File: config.mk
export PLATFORM = sky130hd
export DESIGN_NAME = uart_tx_fifo_flat
export DESIGN_NICKNAME = d
export VERILOG_FILES = /design/src/rtl/uart_tx_fifo_if.sv /design/src/rtl/uart_tx_fifo.sv /design/src/flat_wrapper.sv
export SDC_FILE = /design/constraint.sdc
export NUM_CORES = 1
export LEC_CHECK = 0
export ABC_AREA = 0
export BUFFER_PORTS_ARGS = -buffer_cell sky130_fd_sc_hd__buf_2
export CAP_MARGIN = 25
export CORE_ASPECT_RATIO = 1.4
export CORE_MARGIN = 5
export CORE_UTILIZATION = 40
export DETAILED_ROUTE_END_ITERATION = 8
export GPL_ROUTABILITY_DRIVEN = 0
export PLACE_DENSITY_LB_ADDON = 0.3
export SLEW_MARGIN = 30
export SYNTH_ARGS = -nofsm -noshare
export SYNTH_HDL_FRONTEND = slang
export SYNTH_SLANG_ARGS = --single-unit
File: constraint.sdc
create_clock -name clk_50M -period 6.7 [get_ports clk_50M]
set_clock_uncertainty 0.05 [all_clocks]
set_input_delay 0.67 -clock clk_50M [delete_from_list [all_inputs] [get_ports clk_50M]]
set_output_delay 0.67 -clock clk_50M [all_outputs]
set_load 0.02 [all_outputs]
File: src/rtl/uart_tx_fifo_if.sv
// Host-side bus of the buffered UART transmitter: byte push, overflow
// clear, FIFO status and the serial line itself.
interface uart_tx_fifo_if #(
    parameter int FifoDepthLog2 = 3
);
    logic                   wr_en;
    logic [7:0]             wr_data;
    logic                   ovf_clear;
    logic                   full;
    logic                   empty;
    logic [FifoDepthLog2:0] count;
    logic                   overflow;
    logic                   tx_busy;
    logic                   tx_done;
    logic                   txd;

    // CPU side: pushes bytes and reads status
    modport master (
        output wr_en, wr_data, ovf_clear,
        input  full, empty, count, overflow, tx_busy, tx_done, txd
    );

    // Transmitter side
    modport slave (
        input  wr_en, wr_data, ovf_clear,
        output full, empty, count, overflow, tx_busy, tx_done, txd
    );
endinterface

File: src/rtl/uart_tx_fifo.sv
// Buffered 8N1 serial transmitter. Bytes pushed by the CPU queue in a
// circular FIFO; a four-state FSM pops them and shifts them out LSB first
// at ClkFrequency/Baud cycles per bit, chaining frames with no idle gap.
module uart_tx_fifo #(
    parameter int ClkFrequency  = 50000000,
    parameter int Baud          = 9600,
    parameter int FifoDepthLog2 = 3
) (
    input  logic           clk_50M,
    input  logic           rst_n,
    uart_tx_fifo_if.slave  bus
);
    localparam int DIV   = ClkFrequency / Baud;
    localparam int DEPTH = 2 ** FifoDepthLog2;
    localparam int CNT_W = (DIV > 1) ? $clog2(DIV) : 1;

    localparam logic [CNT_W-1:0]         BAUD_LAST = CNT_W'(DIV - 1);
    localparam logic [CNT_W-1:0]         BAUD_ONE  = CNT_W'(1);
    localparam logic [FifoDepthLog2-1:0] PTR_ONE   = FifoDepthLog2'(1);
    localparam logic [FifoDepthLog2:0]   CNT_ONE   = (FifoDepthLog2 + 1)'(1);
    localparam logic [FifoDepthLog2:0]   CNT_FULL  = (FifoDepthLog2 + 1)'(DEPTH);

    typedef enum logic [1:0] {IDLE, START, DATA, STOP} state_t;

    state_t                   state_q, state_d;
    logic [CNT_W-1:0]         baud_q, baud_d;
    logic [2:0]               bit_q, bit_d;
    logic [7:0]               shift_q, shift_d;
    logic                     txd_q, txd_d;
    logic                     pop;
    logic                     push;
    logic                     baud_last;

    logic [7:0]               mem [DEPTH];
    logic [FifoDepthLog2-1:0] wr_ptr_q, rd_ptr_q;
    logic [FifoDepthLog2:0]   count_q, count_d;
    logic                     full_q, empty_q, ovf_q;

    // Full is judged on the registered pre-edge value, so a pop on the
    // same edge never frees room for a push.
    assign push      = bus.wr_en && !full_q;
    assign baud_last = (baud_q == BAUD_LAST);

    // FIFO storage: payload only, no reset needed
    always_ff @(posedge clk_50M) begin
        if (push) begin
            mem[wr_ptr_q] <= bus.wr_data;
        end
    end

    // FIFO pointers wrap naturally at the pointer width
    always_ff @(posedge clk_50M or negedge rst_n) begin
        if (!rst_n) begin
            wr_ptr_q <= '0;
            rd_ptr_q <= '0;
        end else begin
            if (push) wr_ptr_q <= wr_ptr_q + PTR_ONE;
            if (pop)  rd_ptr_q <= rd_ptr_q + PTR_ONE;
        end
    end

    // Next occupancy: simultaneous push and pop leave it unchanged
    always_comb begin
        count_d = count_q;
        if (push && !pop) begin
            count_d = count_q + CNT_ONE;
        end else if (!push && pop) begin
            count_d = count_q - CNT_ONE;
        end
    end

    // Registered status flags, derived from the next occupancy so they
    // always agree with the pointers
    always_ff @(posedge clk_50M or negedge rst_n) begin
        if (!rst_n) begin
            count_q <= '0;
            full_q  <= 1'b0;
            empty_q <= 1'b1;
            ovf_q   <= 1'b0;
        end else begin
            count_q <= count_d;
            full_q  <= (count_d == CNT_FULL);
            empty_q <= (count_d == '0);
            if (bus.wr_en && full_q) begin
                ovf_q <= 1'b1;
            end else if (bus.ovf_clear) begin
                ovf_q <= 1'b0;
            end
        end
    end

    // Next-state, pop and next-txd decode for the serialiser
    always_comb begin
        state_d = state_q;
        baud_d  = baud_q;
        bit_d   = bit_q;
        shift_d = shift_q;
        txd_d   = txd_q;
        pop     = 1'b0;
        case (state_q)
            IDLE: begin
                txd_d = 1'b1;
                if (!empty_q) begin
                    pop     = 1'b1;
                    shift_d = mem[rd_ptr_q];
                    state_d = START;
                    baud_d  = '0;
                    txd_d   = 1'b0;
                end
            end
            START: begin
                if (baud_last) begin
                    state_d = DATA;
                    baud_d  = '0;
                    bit_d   = 3'd0;
                    txd_d   = shift_q[0];
                end else begin
                    baud_d = baud_q + BAUD_ONE;
                end
            end
            DATA: begin
                if (baud_last) begin
                    baud_d = '0;
                    if (bit_q == 3'd7) begin
                        state_d = STOP;
                        txd_d   = 1'b1;
                    end else begin
                        shift_d = {1'b0, shift_q[7:1]};
                        bit_d   = bit_q + 3'd1;
                        txd_d   = shift_q[1];
                    end
                end else begin
                    baud_d = baud_q + BAUD_ONE;
                end
            end
            STOP: begin
                if (baud_last) begin
                    baud_d = '0;
                    if (!empty_q) begin
                        // Chain straight into the next start bit
                        pop     = 1'b1;
                        shift_d = mem[rd_ptr_q];
                        state_d = START;
                        txd_d   = 1'b0;
                    end else begin
                        state_d = IDLE;
                        txd_d   = 1'b1;
                    end
                end else begin
                    baud_d = baud_q + BAUD_ONE;
                end
            end
            default: begin
                state_d = IDLE;
                txd_d   = 1'b1;
            end
        endcase
    end

    // Serialiser control registers; txd comes straight from a flop
    always_ff @(posedge clk_50M or negedge rst_n) begin
        if (!rst_n) begin
            state_q <= IDLE;
            baud_q  <= '0;
            bit_q   <= 3'd0;
            txd_q   <= 1'b1;
        end else begin
            state_q <= state_d;
            baud_q  <= baud_d;
            bit_q   <= bit_d;
            txd_q   <= txd_d;
        end
    end

    // Shift register holds frame payload only, no reset needed
    always_ff @(posedge clk_50M) begin
        shift_q <= shift_d;
    end

    assign bus.full     = full_q;
    assign bus.empty    = empty_q;
    assign bus.count    = count_q;
    assign bus.overflow = ovf_q;
    assign bus.tx_busy  = (state_q != IDLE);
    assign bus.tx_done  = (state_q == STOP) && baud_last;
    assign bus.txd      = txd_q;
endmodule
File: src/flat_wrapper.sv
// flat-port wrapper written by rule: the top's interface ports become plain ports
module uart_tx_fifo_flat 
#(
    parameter int ClkFrequency  = 50000000,
    parameter int Baud          = 9600,
    parameter int FifoDepthLog2 = 3
)
  (clk_50M, rst_n, bus_wr_en, bus_wr_data, bus_ovf_clear, bus_full, bus_empty, bus_count, bus_overflow, bus_tx_busy, bus_tx_done, bus_txd);
  uart_tx_fifo_if #(.FifoDepthLog2(FifoDepthLog2)) bus_i ();
  input  logic clk_50M;
  input  logic rst_n;
  input wire logic [$bits(bus_i.wr_en)-1:0] bus_wr_en;
  input wire logic [$bits(bus_i.wr_data)-1:0] bus_wr_data;
  input wire logic [$bits(bus_i.ovf_clear)-1:0] bus_ovf_clear;
  output wire logic [$bits(bus_i.full)-1:0] bus_full;
  output wire logic [$bits(bus_i.empty)-1:0] bus_empty;
  output wire logic [$bits(bus_i.count)-1:0] bus_count;
  output wire logic [$bits(bus_i.overflow)-1:0] bus_overflow;
  output wire logic [$bits(bus_i.tx_busy)-1:0] bus_tx_busy;
  output wire logic [$bits(bus_i.tx_done)-1:0] bus_tx_done;
  output wire logic [$bits(bus_i.txd)-1:0] bus_txd;
  assign bus_i.wr_en = bus_wr_en;
  assign bus_i.wr_data = bus_wr_data;
  assign bus_i.ovf_clear = bus_ovf_clear;
  assign bus_full = bus_i.full;
  assign bus_empty = bus_i.empty;
  assign bus_count = bus_i.count;
  assign bus_overflow = bus_i.overflow;
  assign bus_tx_busy = bus_i.tx_busy;
  assign bus_tx_done = bus_i.tx_done;
  assign bus_txd = bus_i.txd;
  uart_tx_fifo #(.ClkFrequency(ClkFrequency), .Baud(Baud), .FifoDepthLog2(FifoDepthLog2)) u_core (.clk_50M(clk_50M), .rst_n(rst_n), .bus(bus_i));
endmodule
# After elaboration in Yosys (flattened, before gate mapping)
# Memory sizes are Yosys's and may differ from the RTL's.
# Cells that the tools add are included.
# W data, S select, Z words.
# totals
register_bits,40
mem_bits_rw,64
inputBits,12
output_inout_bits,10
wordCells,83
n_memories,1
# op_classes
add_sub_neg,6
eq_ne,12
n_mux,34
reduce_logical,19
# mem_list
memory,depth,word_bits,read_ports,rd_clocked_by_memory_dff,wr,line_no,source
u_core.mem,8,8,1,0,1,uart_tx_fifo.sv:34,logic [7:0] mem [DEPTH];
# ops
operator,count
$mux W8,4
$mux W13,2
$pmux W13 S2,1
$pmux W8 S3,1
$add A13 B1 Y13 const B,1
$eq A13 B13 Y1 const B,1
$mux W1,12
$mux W2,5
$add A3 B1 Y3 const B,3
$mux W3,3
$mux W4,2
$ne A2 B1 Y1 const B,4
$pmux W2 S4,1
$reduce_and A4 Y1,2
$pmux W3 S2,1
$reduce_bool A2 Y1,3
$logic_and A1 B1 Y1,5
$reduce_and A5 Y1,1
$add A4 B1 Y4 const B,1
$eq A2 B2 Y1 const B,2
$eq A4 B4 Y1 const B,1
$logic_not A4 Y1,1
$ne A2 B2 Y1 const B,2
$pmux W1 S4,1
other kinds (9),11

# Longest topological paths before layout
# depth
depth_word,7
depth_mapped,9
mapped_depth_nobuf,8

# Worst setup path before layout
# No wires, ideal clock.
# synth_timing
kind,register -> register
from,reg u_core.baud_q[5]
to,reg u_core.shift_q[0] (enable)
setup_ps,324
arrival_ps,2251
t_required_ps,6326
path_slack_ps,4075
path_stages_with_launch,7
n_path_buf,0
period_less_slack_ps,2625
cell_sequence,dfrtp_1 -> or4_4 -> or4_2 -> nor2_1 -> nor2_1 -> nor2_1 -> o21a_1
# synth_between
elab_chain_cells,3
word_cells_on_any_way,4
classes_between,eq/ne (3); reduce/logical (1)
# synth_lines
item,line_no,source
start: declaration,uart_tx_fifo.sv:26,"logic [CNT_W-1:0] baud_q, baud_d;"
start signal: assignment,uart_tx_fifo.sv:169,baud_q <= baud_d;
$eq A13 B13 Y1 *,uart_tx_fifo.sv:42,assign baud_last = (baud_q == BAUD_LAST);
$ne A2 B1 Y1 (no line),--,
$reduce_and A4 Y1 (no line) *,--,
end signal: assignment,uart_tx_fifo.sv:177,shift_q <= shift_d;
end: declaration,uart_tx_fifo.sv:28,"logic [7:0] shift_q, shift_d;"
# Mark *: on every way between the ends. The rest lies on a longest branch, timed or not.
# A chain may end at the register's enable or synchronous reset.

# Worst setup path after layout
# layout_timing
from,reg u_core.baud_q[5]
to,reg u_core.shift_q[5] (enable)
# Same word-level chain as after synthesis.

==> run metrics <==
status finished, final reports clean; pin count of the biggest net entering global routing 33; # port buffers 21; Slew headroom about two fifths; GRT Util Overall between 10% and 20%; Layout area overhead 12.7%; row count 46; placed insts 469; Worst-path clk slew around 0.070 ns; Root Driver clkbuf_16; hold slack about 0.33 ns; Int Power 1.45 mW; Power Density around 440 nW/µm²; WP data arrival approximately 2.8 ns; Sw Pwr about 0.77 mW; Slew @ Worst Pin 0.874 ns; final core occ 45.6%; FMAX 357 MHz; worst-path fanout max 7; async set-reset flop share out of synthesis slightly above 30%; final total power 2.23 mW; number of synthesized register bits ~100; die area 13,600 µm²; Critical Path RT 6.68 ns; CTS tree done; sw frac a little over a third; antenna violations before repair 0; Critical Path Max Stage Delay 0.71 ns; core area 11,200 µm²; drt initial violations 93; static leakage roughly 1.9 nW; # nets final 361; post-cts gate resize count 0; max cap viols 0; syn_nets roughly 340; Filler cells between 900 and 1,000; I/O pin total 22; total iterations of the first detailed-routing run 4; met2 usage a little under a quarter; initial core utilization 40.5%; total congestion overflow 0; number of vias per cell roughly 5.2; vias in the first global route 2,669; post-DR wirelength/cell 16.2 µm; final setup violation count 0; clock buffer depth 2; Slew Viols, Final 0; Post-Synthesis Cells 310; first-pass GRT wire length 13,300 µm; Clock Power Share 22.9%; multi-input logic area 1510 µm²; GR peak layer met2; commonest register cell after synthesis edfxtp_1; Tcrit/Tclk final 41.8%; mapped cell area 4550 µm²; most frequent cells in the layout edfxtp_1, dfrtp_1, nor2_1; post-cts hold buffer count 0; Peak supply drop 0.154 mV; Hold WC Path Type in2async; clock sinks around 100; worst setup path class reg2reg; hpwl dp roughly 5300 µm; H-Tree Level Count 3; antenna diode count 0; combinational power share 31.1%; worst-skew pair later-pin latency 0.34 ns; Post-Route WL 7860 µm; Residual DRC 0; final hold violations 0; number of post-CTS setup repair buffers 0; setup TNS 0 ns; Crit. End Element flop; Register Area 2970 µm²; met1 Use GR 14.9%; non-filler cells, final 485; total CTS buffers 9; Synth cell types 47; Die Ht about 140 µm; Antenna Nets Post-Route 0; Tmin final 2.80 ns; cells along the critical path or4_4 > or4_2 > nor2_1 > nor2_1 > nor2_1 > o21a_1; vias 2,516; Buf/Inv on CP 0; Top Family by Delay on Critical Path simple AND/OR/NAND/NOR gates; Flop pwr share 46.0%; Max stage delay cell, worst path or4_2; Post-synth EDFFs 72; RSZ-0062 raised after global routing no; sequential share of the synthesized area 65.2%; most used cell along the critical path nor2_1; commonest non-fill, non-tap cell in the layout edfxtp_1; syn avg cell area 14.7 µm²; crit start category flop; Die Wd 100 µm; share of layout cells above drive strength 1 between 20% and 30%; met3 usage 2.16%; Ys Warns 0
[flip-flops by register name (all words and copies together) (netlist names)]
register and flops:
u_core.rd_ptr_q 3, u_core.bus.full 1, u_core.bus.txd 1, u_core.state_q 2
u_core.bus.overflow 1, u_core.bus.count 4, u_core.mem 64, u_core.baud_q 13
u_core.bus.empty 1, u_core.shift_q 8, u_core.bit_q 3, u_core.wr_ptr_q 3
[final timing paths]
kind	from	endpoint	slack, ns	cells after the start
max in group asynchronous	rst_n	u_core.rd_ptr_q[0]	5.77	1
hold reg to reg	u_core.baud_q[1]	u_core.baud_q[1]	0.46	2
setup / recovery	u_core.baud_q[5]	u_core.shift_q[5]	3.90	6
hold / removal	rst_n	u_core.baud_q[6]	0.33	1
min in group clk_50M	u_core.baud_q[1]	u_core.baud_q[1]	0.46	2
setup reg to reg	u_core.baud_q[5]	u_core.shift_q[5]	3.90	6
[layout make-up]
cell class	count	area share, %
Inverter	8	0.586
Clock buffer	9	4.40
Timing Repair Buffer	25	2.64
Multi-Input combinational cell	188	29.5
Tap cell	144	3.52
Sequential cell	104	57.9
Clock inverter	7	1.47
[layer usage]
metal	share of wire (%)	vias up
li1	-	1213
met1	41	1258
met2	54	36
met3	2.6	9
met4	1.9	0
met5	0	-
[power groups by stage]
stage	combinational [mW]	sequential, mW	clock [mW]
after CTS	0.704	1.03	0.526
after global placement	0.686	1.04	0
after global routing	0.779	1.05	0.550
final	0.692	1.03	0.511
after floorplan	0.564	0.981	0
after detailed placement	0.700	1.05	0
[stage by stage]
step	instance area [µm²]	setup slack, ns
2_1_floorplan	4550	4.08
3_3_place_gp	4820	3.91
3_5_place_dp	4820	3.90
4_1_cts	5120	3.88
5_1_grt	5120	3.72
6_report	5120	3.90
[kinds of logic (layout without fill, tap and decap cells)]
kind of cell | Yosys count | in the layout | synth area share (%)
compound gates | 37 | 37 | 5.50
xor+xnor | 15 | 15 | 2.89
fa+ha+maj | 13 | 13 | 3.58
buf+inv | 18 | 49 | 1.68
flops | 104 | 104 | 65.2
mux | 28 | 28 | 10.6
simple gates | 95 | 95 | 10.5
[cells in the mapped netlist (2+ instances only)]
cell      count  area (µm²)
a21o_1        3        22.5
a21oi_1       6        30.0
a22o_1        5        43.8
and3_1        2        12.5
and3_2        2        15.0
clkbuf_1      7        26.3
dfrtp_1      30         751
dfstp_2       2        52.6
edfxtp_1     72        2160
ha_1         13         163
inv_1         8        30.0
mux2i_1      11         110
mux4_2       16         360
nand2_1      25        93.8
nand2b_1      5        31.3
nand3_1       8        40.0
nor2_1       28         105
nor3_1        8        40.0
nor4_1        3        18.8
o21ai_0      15        75.1
or3_1         2        12.5
xnor2_1       7        61.3
xor2_1        8        70.1
No activity file was read; power rests on OpenSTA's default activity.
